`config.mk`:
```
export PLATFORM = sky130hd
export DESIGN_NAME = seq_arith_unit
export DESIGN_NICKNAME = d
export VERILOG_FILES = /design/src/rtl/arith_pkg.sv /design/src/rtl/shift_add_mul.sv /design/src/rtl/seq_arith_unit.sv
export SDC_FILE = /design/constraint.sdc
export NUM_CORES = 1
export LEC_CHECK = 0
export CAP_MARGIN = 0
export CORE_AREA = 5 5 114 116
export DETAILED_ROUTE_END_ITERATION = 8
export DIE_AREA = 0 0 119 121
export HOLD_SLACK_MARGIN = 0.08
export PLACE_DENSITY = 0.65
export SLEW_MARGIN = 20
export SYNTH_ARGS = -nofsm -noshare
export SYNTH_HDL_FRONTEND = slang
export SYNTH_SLANG_ARGS = --single-unit
```
`constraint.sdc`:
```
create_clock -name clk -period 7.61 [get_ports clk]
set_input_delay 0.761 -clock clk [delete_from_list [all_inputs] [get_ports clk]]
set_output_delay 0.761 -clock clk [all_outputs]
set_load 0.02 [all_outputs]
```
`src/rtl/arith_pkg.sv`:
```
// Shared types and helpers for the sequential arithmetic unit.
// Build option: define SEQ_ARITH_SATURATE_EN for clamping instead of wrapping.
package arith_pkg;

    localparam logic [1:0] OP_ADD_ENC = 2'b00;
    localparam logic [1:0] OP_SUB_ENC = 2'b01;
    localparam logic [1:0] OP_MUL_ENC = 2'b10;
    localparam logic [1:0] OP_ACC_ENC = 2'b11;

    localparam logic [1:0] S_IDLE_ENC = 2'd0;
    localparam logic [1:0] S_EXEC_ENC = 2'd1;
    localparam logic [1:0] S_MUL_ENC  = 2'd2;
    localparam logic [1:0] S_DONE_ENC = 2'd3;

    typedef enum logic [1:0] {
        OP_ADD = OP_ADD_ENC,
        OP_SUB = OP_SUB_ENC,
        OP_MUL = OP_MUL_ENC,
        OP_ACC = OP_ACC_ENC
    } op_t;

    typedef enum logic [1:0] {
        S_IDLE = S_IDLE_ENC,
        S_EXEC = S_EXEC_ENC,
        S_MUL  = S_MUL_ENC,
        S_DONE = S_DONE_ENC
    } state_t;

    // Two's-complement addition overflows when both inputs share a sign
    // and the wrapped result carries the opposite sign.
    function automatic logic add_ovf(input logic a_sign, input logic b_sign,
                                     input logic r_sign);
        return (a_sign == b_sign) && (r_sign != a_sign);
    endfunction

endpackage

```
`src/rtl/shift_add_mul.sv`:
```
// Iterative unsigned shift-add multiplier: one multiplier bit per cycle,
// WIDTH cycles after load, finished held until the next load or reset.
module shift_add_mul #(
    parameter int WIDTH = 8
) (
    input  logic               clk,
    input  logic               reset,
    input  logic               load,
    input  logic [WIDTH:0]     mag_a,
    input  logic [WIDTH:0]     mag_b,
    output logic [2*WIDTH-1:0] product,
    output logic               finished
);

    localparam int CW = $clog2(WIDTH + 1);

    logic [2*WIDTH-1:0] mcand;
    logic [WIDTH:0]     mplier;
    logic [CW-1:0]      cnt;
    logic               run;

    // Control: iteration counter and run/finished flags
    always_ff @(posedge clk) begin
        if (reset) begin
            run      <= 1'b0;
            finished <= 1'b0;
            cnt      <= '0;
        end else if (load) begin
            run      <= 1'b1;
            finished <= 1'b0;
            cnt      <= '0;
        end else if (run) begin
            cnt <= cnt + 1'b1;
            if (cnt == CW'(WIDTH - 1)) begin
                run      <= 1'b0;
                finished <= 1'b1;
            end
        end
    end

    // Datapath: accumulate shifted multiplicand for each set multiplier bit
    always_ff @(posedge clk) begin
        if (load) begin
            product <= '0;
            mcand   <= {{(WIDTH-1){1'b0}}, mag_a};
            mplier  <= mag_b;
        end else if (run) begin
            product <= product + (mplier[0] ? mcand : '0);
            mcand   <= mcand << 1;
            mplier  <= mplier >> 1;
        end
    end

endmodule

```
`src/rtl/seq_arith_unit.sv`:
```
// Clocked add/sub/mul/acc unit with start/done handshake.
// Build option: SEQ_ARITH_SATURATE_EN clamps overflowed results (and the
// accumulator) to the signed range instead of wrapping.
module seq_arith_unit
    import arith_pkg::*;
#(
    parameter int WIDTH = 8
) (
    input  logic                    clk,
    input  logic                    reset,
    input  logic                    start,
    input  logic [1:0]              op,
    input  logic signed [WIDTH-1:0] a,
    input  logic signed [WIDTH-1:0] b,
    output logic signed [WIDTH-1:0] result,
    output logic                    overflow,
    output logic                    busy,
    output logic                    done
);

    state_t                  state, state_nx;
    op_t                     op_q;
    logic signed [WIDTH-1:0] a_q, b_q, acc_q;
    logic                    neg_q;
    logic                    accept, commit, mul_load, mul_fin;
    logic [2*WIDTH-1:0]      product;
    logic signed [2*WIDTH-1:0] sprod;
    logic signed [WIDTH-1:0] raw_res, fin_res, sum_ab, diff_ab, sum_acc;
    logic                    raw_ovf;

    // Magnitude needs one extra bit so that -2^(WIDTH-1) stays positive.
    function automatic logic [WIDTH:0] mag(input logic signed [WIDTH-1:0] v);
        logic [WIDTH:0] ext;
        ext = {v[WIDTH-1], v};
        return v[WIDTH-1] ? -ext : ext;
    endfunction

    // Clamp value chosen by the sign of the true (unwrapped) result.
    function automatic logic signed [WIDTH-1:0] clamp(input logic neg);
        return neg ? {1'b1, {(WIDTH-1){1'b0}}} : {1'b0, {(WIDTH-1){1'b1}}};
    endfunction

    assign accept   = (state == S_IDLE) && start;
    assign mul_load = accept && (op_t'(op) == OP_MUL);
    assign commit   = (state == S_EXEC) || ((state == S_MUL) && mul_fin);
    assign busy     = (state != S_IDLE);
    assign done     = (state == S_DONE);

    shift_add_mul #(.WIDTH(WIDTH)) u_mul (
        .clk      (clk),
        .reset    (reset),
        .load     (mul_load),
        .mag_a    (mag(a)),
        .mag_b    (mag(b)),
        .product  (product),
        .finished (mul_fin)
    );

    // Next-state logic
    always_comb begin
        state_nx = state;
        case (state)
            S_IDLE: if (start) state_nx = (op_t'(op) == OP_MUL) ? S_MUL : S_EXEC;
            S_EXEC: state_nx = S_DONE;
            S_MUL:  if (mul_fin) state_nx = S_DONE;
            S_DONE: state_nx = S_IDLE;
            default: state_nx = S_IDLE;
        endcase
    end

    // Result selection, overflow detection and optional clamping
    always_comb begin
        sum_ab  = a_q + b_q;
        diff_ab = a_q - b_q;
        sum_acc = acc_q + a_q;
        sprod   = neg_q ? $signed(-product) : $signed(product);
        raw_res = sum_ab;
        raw_ovf = add_ovf(a_q[WIDTH-1], b_q[WIDTH-1], sum_ab[WIDTH-1]);
        case (op_q)
            OP_SUB: begin
                raw_res = diff_ab;
                raw_ovf = add_ovf(a_q[WIDTH-1], ~b_q[WIDTH-1], diff_ab[WIDTH-1]);
            end
            OP_ACC: begin
                raw_res = sum_acc;
                raw_ovf = add_ovf(acc_q[WIDTH-1], a_q[WIDTH-1], sum_acc[WIDTH-1]);
            end
            OP_MUL: begin
                raw_res = sprod[WIDTH-1:0];
                raw_ovf = !((&sprod[2*WIDTH-1:WIDTH-1]) || !(|sprod[2*WIDTH-1:WIDTH-1]));
            end
            default: ;
        endcase
        fin_res = raw_res;
`ifdef SEQ_ARITH_SATURATE_EN
        if (raw_ovf) fin_res = clamp((op_q == OP_MUL) ? sprod[2*WIDTH-1] : a_q[WIDTH-1]);
`endif
    end

    // State, held result/overflow and accumulator
    always_ff @(posedge clk) begin
        if (reset) begin
            state    <= S_IDLE;
            result   <= '0;
            overflow <= 1'b0;
            acc_q    <= '0;
        end else begin
            state <= state_nx;
            if (commit) begin
                result   <= fin_res;
                overflow <= raw_ovf;
                if (op_q == OP_ACC) acc_q <= fin_res;
            end
        end
    end

    // Operand capture on an accepted start only
    always_ff @(posedge clk) begin
        if (accept) begin
            op_q  <= op_t'(op);
            a_q   <= a;
            b_q   <= b;
            neg_q <= a[WIDTH-1] ^ b[WIDTH-1];
        end
    end

endmodule

```
==> results list, run 1 <==
- Arrival time of data at the critical path endpoint: 3.36 ns
* Overall track demand over capacity in global routing: 0.193
* Dominant register cell in the synthesized netlist: dfxtp_1
- At the worst endpoint, the required time is 7.84 ns.
* GR met1 Demand/Resource: 0.260
- The later pin in the worst-skew pair is clocked with a latency of 0.35 ns.
* Family with the most delay on the worst path: simple AND/OR/NAND/NOR gates
* Global-route congestion overflow total: 0
- Maximum number of pins on one net before global-route repair: 42
- Critical Path Stages: 6
- CTS tree: yes
- Row generation in the floorplan step produced 40 rows.
* Worst reg2reg setup slack: 4.61 ns
- Of the available clock period, the critical path in the final layout requires 0.412.
* Number of nets at the end of the flow: 755
* Depth of the most critical reg-to-reg path: 11
- Max_slew headroom: 0.291
* Post-synthesis sequential area ratio: 0.347
* Total count of max-transition violations in the final report: 0
- Startpoint of the worst-slack reg-to-reg timing path: u_mul.mplier[0]
* Clock root buffer master: clkbuf_16
- The first detailed-routing pass took 5 iterations.
- Total of cells resized after clock tree synthesis: 0
- Yosys top cell by area: edfxtp_1
- The core region is 0.0118 sq mm.
- Antenna violations before repair: 0
* Tightest Pin Transition: 1.06 ns
* Max H-tree Level: 3
- Die area: 0.0144 sq mm
- The tightest min-delay check is of the register to register type.
- Max-cap violations in this run came to 0.
- Endpoint of the worst register-to-register path: u_mul.product[10]
* Number of buffers inserted for hold repair after clock tree synthesis: 0
- Of all nets on the critical path, the largest fanout is 27.
- Of the post-synthesis cell area, the dominant cell type holds 0.186.
- Capturing element of the worst setup path: u_mul.product[10]
- Buffers added on ports: 31
- The global routing stage identified its most utilized layer as met2.
* Fraction of synthesis flops using an asynchronous set or reset pin: 0
- Of the cells placed in the final design, the portion with a size suffix greater than 1 is 0.0507.
- I/O pin cnt: 32
- Average vias per placed instance: 5.80
* Diode count: 0
- Summed negative setup slack over all endpoints: 0 ns
- Routed length per instance: 15.9 um
* Gpl congestion: 0.835
- Critical path's slowest cell: and2_1
- Count of mapped cells out of synthesis: 674
* GR Layer Usage met3: 0.0303
* Worst Setup End Kind: register
- No sink is reached through more buffers than the 2 on the longest clock path.
* Initial core utilization: 0.506
- The flow ran to the end, and the final reports show no timing, DRC or antenna violations.
- Cells traversed along the worst timing path: clkdlybuf4s50_1 > and2_1 > and2_1 > nor3_1 > a31oi_1 > nand3_1
- Flop and latch count out of synthesis: 85
- Once detailed placement completed, the half-perimeter wirelength came to 10100 um.
- Overall power consumption after layout is estimated at 2.22 mW.
- Sorting the synthesized cells by area gives the leading types as edfxtp_1 19%, dfxtp_1 16%, ha_1 9.4%, xnor2_1 3.5%, nor2_1 3.3%.
- After clock tree synthesis, the setup repair step added 0 buffers.
* Hold Vio Cnt, Final: 0
- Summing every instance area after synthesis gives 0.00598 sq mm.
* P_leak: 2.60 nW
- Critical path launch point type: primary input
- The clock net in this run drives a total of 85 sinks.
* Number of distinct standard cells referenced by the synthesized netlist: 68
- Biggest cell delay along the critical path: 0.94 ns
- Buffer and inverter count on the worst path: 1
- Pwr per Cell Area: 335 mW/mm^2
- Counting stages on the worst path, the most repeated cell is and2_1.
- For this run, global-route usage on met2 was measured as 0.320.
- The floorplan step set the die height to 121 um.
- Clock tree synthesis inserted a total of 9 buffers.
- Number of synthesized flops with an enable pin: 37
- Number of nets with antenna violations after routing: 0
- Unrepaired setup endpoints after global routing: false
- Setup violations remaining at the end of the flow were counted as 0.
* Synthesized area per cell: 8.87 sq um
* Largest clock skew in the final design: 0.0103 ns
- Fmax: 319 MHz
* Count of unresolved DRC violations after routing: 0
* Via count of the first global-routing pass: 4612
* Area growth from synthesis to final layout: 10.9%
- Category of the most critical setup path: primary input to register
- Via Count: 4851
- Number of warnings issued by yosys: 0
- The number of nets in the synthesized netlist is 744.
- Launching element of the worst setup path: start
* First-pass GRT wire length: 22600 um
* Fin crit period: 3.13 ns
- For this block, the initial DRC count from the detailed router was 263.
- VDD sags by at most 0.000136 V.
* Die outline width: 119 um
- Summed over all layers, the routed wires come to 13300 um.
- Clock transition at the registers of the reported paths: 0.06 ns
## synthesized netlist by cell type (all sizes together), types with 13 or more instances
master  number
clkbuf      21
nor2b       13
o21ai       37
nor3        26
and2        18
edfxtp      37
a21oi       36
xor2        17
nand3       22
ha          45
dfxtp       48
a211oi      13
inv         46
nand2       53
nor2        53
xnor2       24
mux2i       18
## per-layer routing
layer	share of wire	wire length (um)
met2	0.48	6390
met3	0.035	464
met4	0.015	199
met1	0.47	6260
met5	0	0
## flip-flops by register name, indices dropped and copies added (netlist names)
| register | cells |
|---|---|
| u_mul.product | 16 |
| acc_q | 8 |
| u_mul.run | 1 |
| a_q | 8 |
| b_q | 8 |
| u_mul.finished | 1 |
| neg_q | 1 |
| u_mul.cnt | 4 |
| result | 8 |
| overflow | 1 |
| u_mul.mcand | 16 |
| u_mul.mplier | 9 |
| op_q | 2 |
| state | 2 |
## cell type report
cell class	count	area, sq um
clock buffer	9	225
clock inverter	7	58.8
fill	1073	5190
inverter	46	173
multi-input combinational	510	3590
sequential	85	2070
tap	147	184
timing repair buffer	33	325
## layout by cell type, fill, tap and decap left out, types with 9 or more instances in the layout
master,synthesis,routed
nor2_1,53,53
nand2_1,52,52
dfxtp_1,48,48
inv_1,45,45
ha_1,45,45
o21ai_0,37,37
edfxtp_1,37,37
a21oi_1,36,36
clkdlybuf4s50_1,0,31
nor3_1,26,25
xnor2_1,24,24
nand3_1,21,21
and2_1,18,18
mux2i_1,18,18
xor2_1,17,17
nor2b_1,13,13
a211oi_1,13,13
or3_1,10,10
clkbuf_16,0,9
## power breakdown
group	switching [mW]	internal, mW
Clock	0.193	0.226
Sequential	0.155	0.613
Combinational	0.574	0.460
Total	0.922	1.30
## through the flow
stage / worst slack, ns / instances / hold slack (ns) / instance area (sq um) / util
after floorplan: 5.00 / 674 / 0.440 / 5980 / -
after global placement: 4.19 / 821 / 0.440 / 6340 / 0.536
after detailed placement: 4.08 / 821 / 0.446 / 6340 / 0.536
after CTS: 4.44 / 837 / 0.454 / 6620 / 0.560
after global routing: 4.25 / 837 / 0.472 / 6630 / 0.561
final: 4.48 / 837 / 0.452 / 6630 / 0.561
## worst min path at each step
| stage | start | end | slack (ns) | cells after the start |
|---|---|---|---|---|
| global placement | result[0] | result[0] | 0.44 | 2 |
| CTS | result[0] | result[0] | 0.45 | 2 |
| finish | result[0] | result[0] | 0.45 | 2 |
| floorplan | acc_q[3] | acc_q[3] | 0.44 | 2 |
| detailed placement | result[0] | result[0] | 0.45 | 2 |
| global route | result[0] | result[0] | 0.47 | 2 |
## cell families (layout without fill, tap and decap cells)
family / count (synthesis) / count (layout) / synth area share
AOI/OAI and AO/OA: 153 / 153 / 0.170
xor gates and xnor gates: 41 / 41 / 0.0601
adders and majority gates: 49 / 49 / 0.108
buffers and inverters: 79 / 95 / 0.0538
DFF: 85 / 85 / 0.347
muxes: 25 / 25 / 0.0509
other: 1 / 1 / 0.000628
and+or+nand+nor: 241 / 241 / 0.210
## tightest hold or removal path, cell delays in order (launching register included)
cell     delay (ns)
dfxtp_1        0.31
nand2_1        0.05
a21oi_1        0.05
(Power assumes the default switching activity.)
==> run 2: changes to the inputs <==
==> constraint.sdc (replaced) <==
create_clock -name clk -period 3.05 [get_ports clk]
set_input_delay 0.305 -clock clk [delete_from_list [all_inputs] [get_ports clk]]
set_output_delay 0.305 -clock clk [all_outputs]
set_load 0.02 [all_outputs]
==> run 2 against run 1 <==
Highest routed layer unchanged. Worst setup slack lost 4.2 ns. Critical path depth is 1 higher. Combinational power rose to 2.6 times the previous value. Critical path type is now register to register. Sequential power rose by 150%. Largest power group unchanged. Core utilization up 0.71 points. Clock skew is 0.0022 ns lower. Via count up 2.1%. Cell count grew 1.4%.
==> results list, run 2 (synthesis gave the netlist of run 1 again) <==
* Hold Vio Cnt, Final: 0
- Family with the most delay on the worst path: simple AND/OR/NAND/NOR gates
* Unrepaired setup endpoints after global routing: false
- The share of total power dissipated in the clock network is 0.187.
- Slack of the critical path: 0.249 ns
- OpenSTA, run right after detailed placement, puts the worst setup slack at 0.253 ns.
- Worst hold slack: 0.478 ns
* Commonest cells after routing, fill and taps aside: 53 x nor2_1, 52 x nand2_1, 48 x dfxtp_1
- Antenna violations before repair: 0
* Clock transition at the registers of the reported paths: 0.07 ns
* Via Count: 4952
- First-pass GRT wire length: 23800 um
* Fin crit period: 2.80 ns
* Core area: 0.0118 sq mm
* Buffer and inverter count on the worst path: 0
* Fraction of power spent switching nets: 0.420
- Part of the cycle the worst path needs: 0.918
- The floorplan step defined a die boundary enclosing 0.0144 sq mm.
* Number of detailed-route iterations in the first pass: 5
* Share of cells above drive strength 1: 0.0670
- Arrival time of data at the critical path endpoint: 3.06 ns
* Fmax: 357 MHz
- The critical path goes through ha_1 > o2111a_1 > nor3_1 > or4b_2 > o211ai_1 > mux2_2 > a311oi_1.
- In the final timing run, aggregate negative setup slack is 0 ns.
- For this run, design rule violations remaining after detail routing come to 0.
- Number of nets with antenna violations after routing: 0
- For this run, global-route usage on met1 was measured as 0.268.
- Pwr per Cell Area: 842 mW/mm^2
* Post-layout utilization of the core: 0.568
* P_leak: 2.66 nW
- Largest clock skew in the final design: 0.00815 ns
- Finish-stage setup viols: 0
- Pin placement for this block handled 32 I/O pins.
* Outcome: complete, no violations
- Clock root buffer master: clkbuf_16
* Total of cells resized after clock tree synthesis: 0
- The later pin in the worst-skew pair is clocked with a latency of 0.35 ns.
* Overall track demand over capacity in global routing: 0.204
- The number of setup buffers added after CTS is 0.
* Routed length per instance: 16.7 um
- For this design, the CTS-stage hold fixing added 0 buffers.
- GRT busiest layer: met2
* Average vias per placed instance: 5.83
- Max-cap violations in this run came to 0.
* Commonest non-fill, non-tap cell in the layout: nor2_1
- For the worst setup path, the data required time is 3.31 ns.
* Total wire length: 14200 um
* Critical path launch point type: register
* Total count of max-transition violations in the final report: 0
- Critical path's slowest cell: or4b_2
- Area growth from synthesis to final layout: 12.3%
* Reg power frac: 0.336
* Gpl congestion: 0.883
- For this design, the sink count on the clock tree is 85.
* Diode count: 0
* Placed cell count: 830
- The placed instances occupy a cell area of 0.00640 sq mm.
- TritonCTS built the clock tree.
- The number of global-route vias before repair was 4826.
- In this run the deepest clock path goes through 2 buffers.
- Cell area after layout: 0.00671 sq mm
- The share of total power dissipated in combinational logic is 0.477.
* TritonCTS Buffers: 9
* Detailed Place HPWL: 10600 um
- Leading registers by flop count: u_mul.mcand: 16 flops, u_mul.product: 16 flops, u_mul.mplier: 9 flops
- For met2 alone, demand over resource in global routing was 0.334.
* Category of the most critical setup path: register to register
- VDD sags by at most 0.000310 V.
* Total Power: 5.65 mW
* Number of nets at the end of the flow: 767
- Path class of the lowest-slack min-delay path: register to register
- Entering global routing, the biggest net connects 41 pins.
- Die Y: 121 um
* Max_slew headroom: 0.428
- Maximum net fanout on the critical path: 11
* Placement row count: 40
- The total overflow left after global routing is 0.
- In this run the number of H-tree levels came out at 3.
* Buffers added on ports: 31
* Number of DRC markers after the initial detailed-route iteration: 317
- For this design the total switching power over the nets is 2.37 mW.
* Biggest cell delay along the critical path: 0.65 ns
- The finished layout holds 849 standard cells, fillers aside.
- Total internal power: 3.27 mW
- Initial core utilization: 0.506
- From left edge to right edge, the die measures 119 um.
- For this run, global-route usage on met3 was measured as 0.0256.
- Worst Setup End Kind: register
* Tightest Pin Transition: 0.856 ns
[run 2: changes by cell type in the layout (fill, tap and decap cells not counted), sizes merged]
| cell | before | now |
|---|---|---|
| clkinv | 3 | 4 |
| inv | 48 | 49 |
| clkinvlp | 2 | 0 |
| buf | 2 | 14 |
[run 2: layer usage]
| metal | share of wire | up-vias |
|---|---|---|
| li1 | - | 2473 |
| met1 | 0.47 | 2348 |
| met2 | 0.46 | 105 |
| met3 | 0.038 | 26 |
| met4 | 0.030 | 0 |
| met5 | 0 | - |
[run 2: worst paths after layout]
check,depth (start not counted),startpoint,slack [ns],end
hold / removal,2,acc_q[5],0.48,acc_q[5]
setup / recovery,7,a_q[4],0.25,result[7]
hold reg to reg,2,acc_q[5],0.48,acc_q[5]
setup reg to reg,7,a_q[4],0.25,result[7]
[run 2: power groups by stage]
stage,clock [mW],sequential (mW),combinational (mW)
floorplan,0,1.81,2.05
global placement,0,1.90,2.59
global route,1.14,1.95,3.00
detailed placement,0,1.92,2.66
finish,1.05,1.90,2.70
CTS,1.09,1.90,2.68
[run 2: layout make-up]
cell class	count	area, sq um
Fill cell	1090	5100
Multi-Input combinational cell	510	3580
Sequential cell	85	2070
Timing Repair Buffer	45	415
Clock buffer	9	225
Tap cell	147	184
Inverter	46	173
Clock inverter	7	57.6
[run 2: worst reg2reg max path, delay by kind of cell (launching register included)]
| family | cells | cell delay, ns |
|---|---|---|
| AO/OA/AOI/OAI | 3 | 0.68 |
| flip-flops | 1 | 0.42 |
| adder cells (fa/ha/maj) | 1 | 0.52 |
| multiplexers | 1 | 0.37 |
| AND/OR/NAND/NOR | 2 | 0.75 |
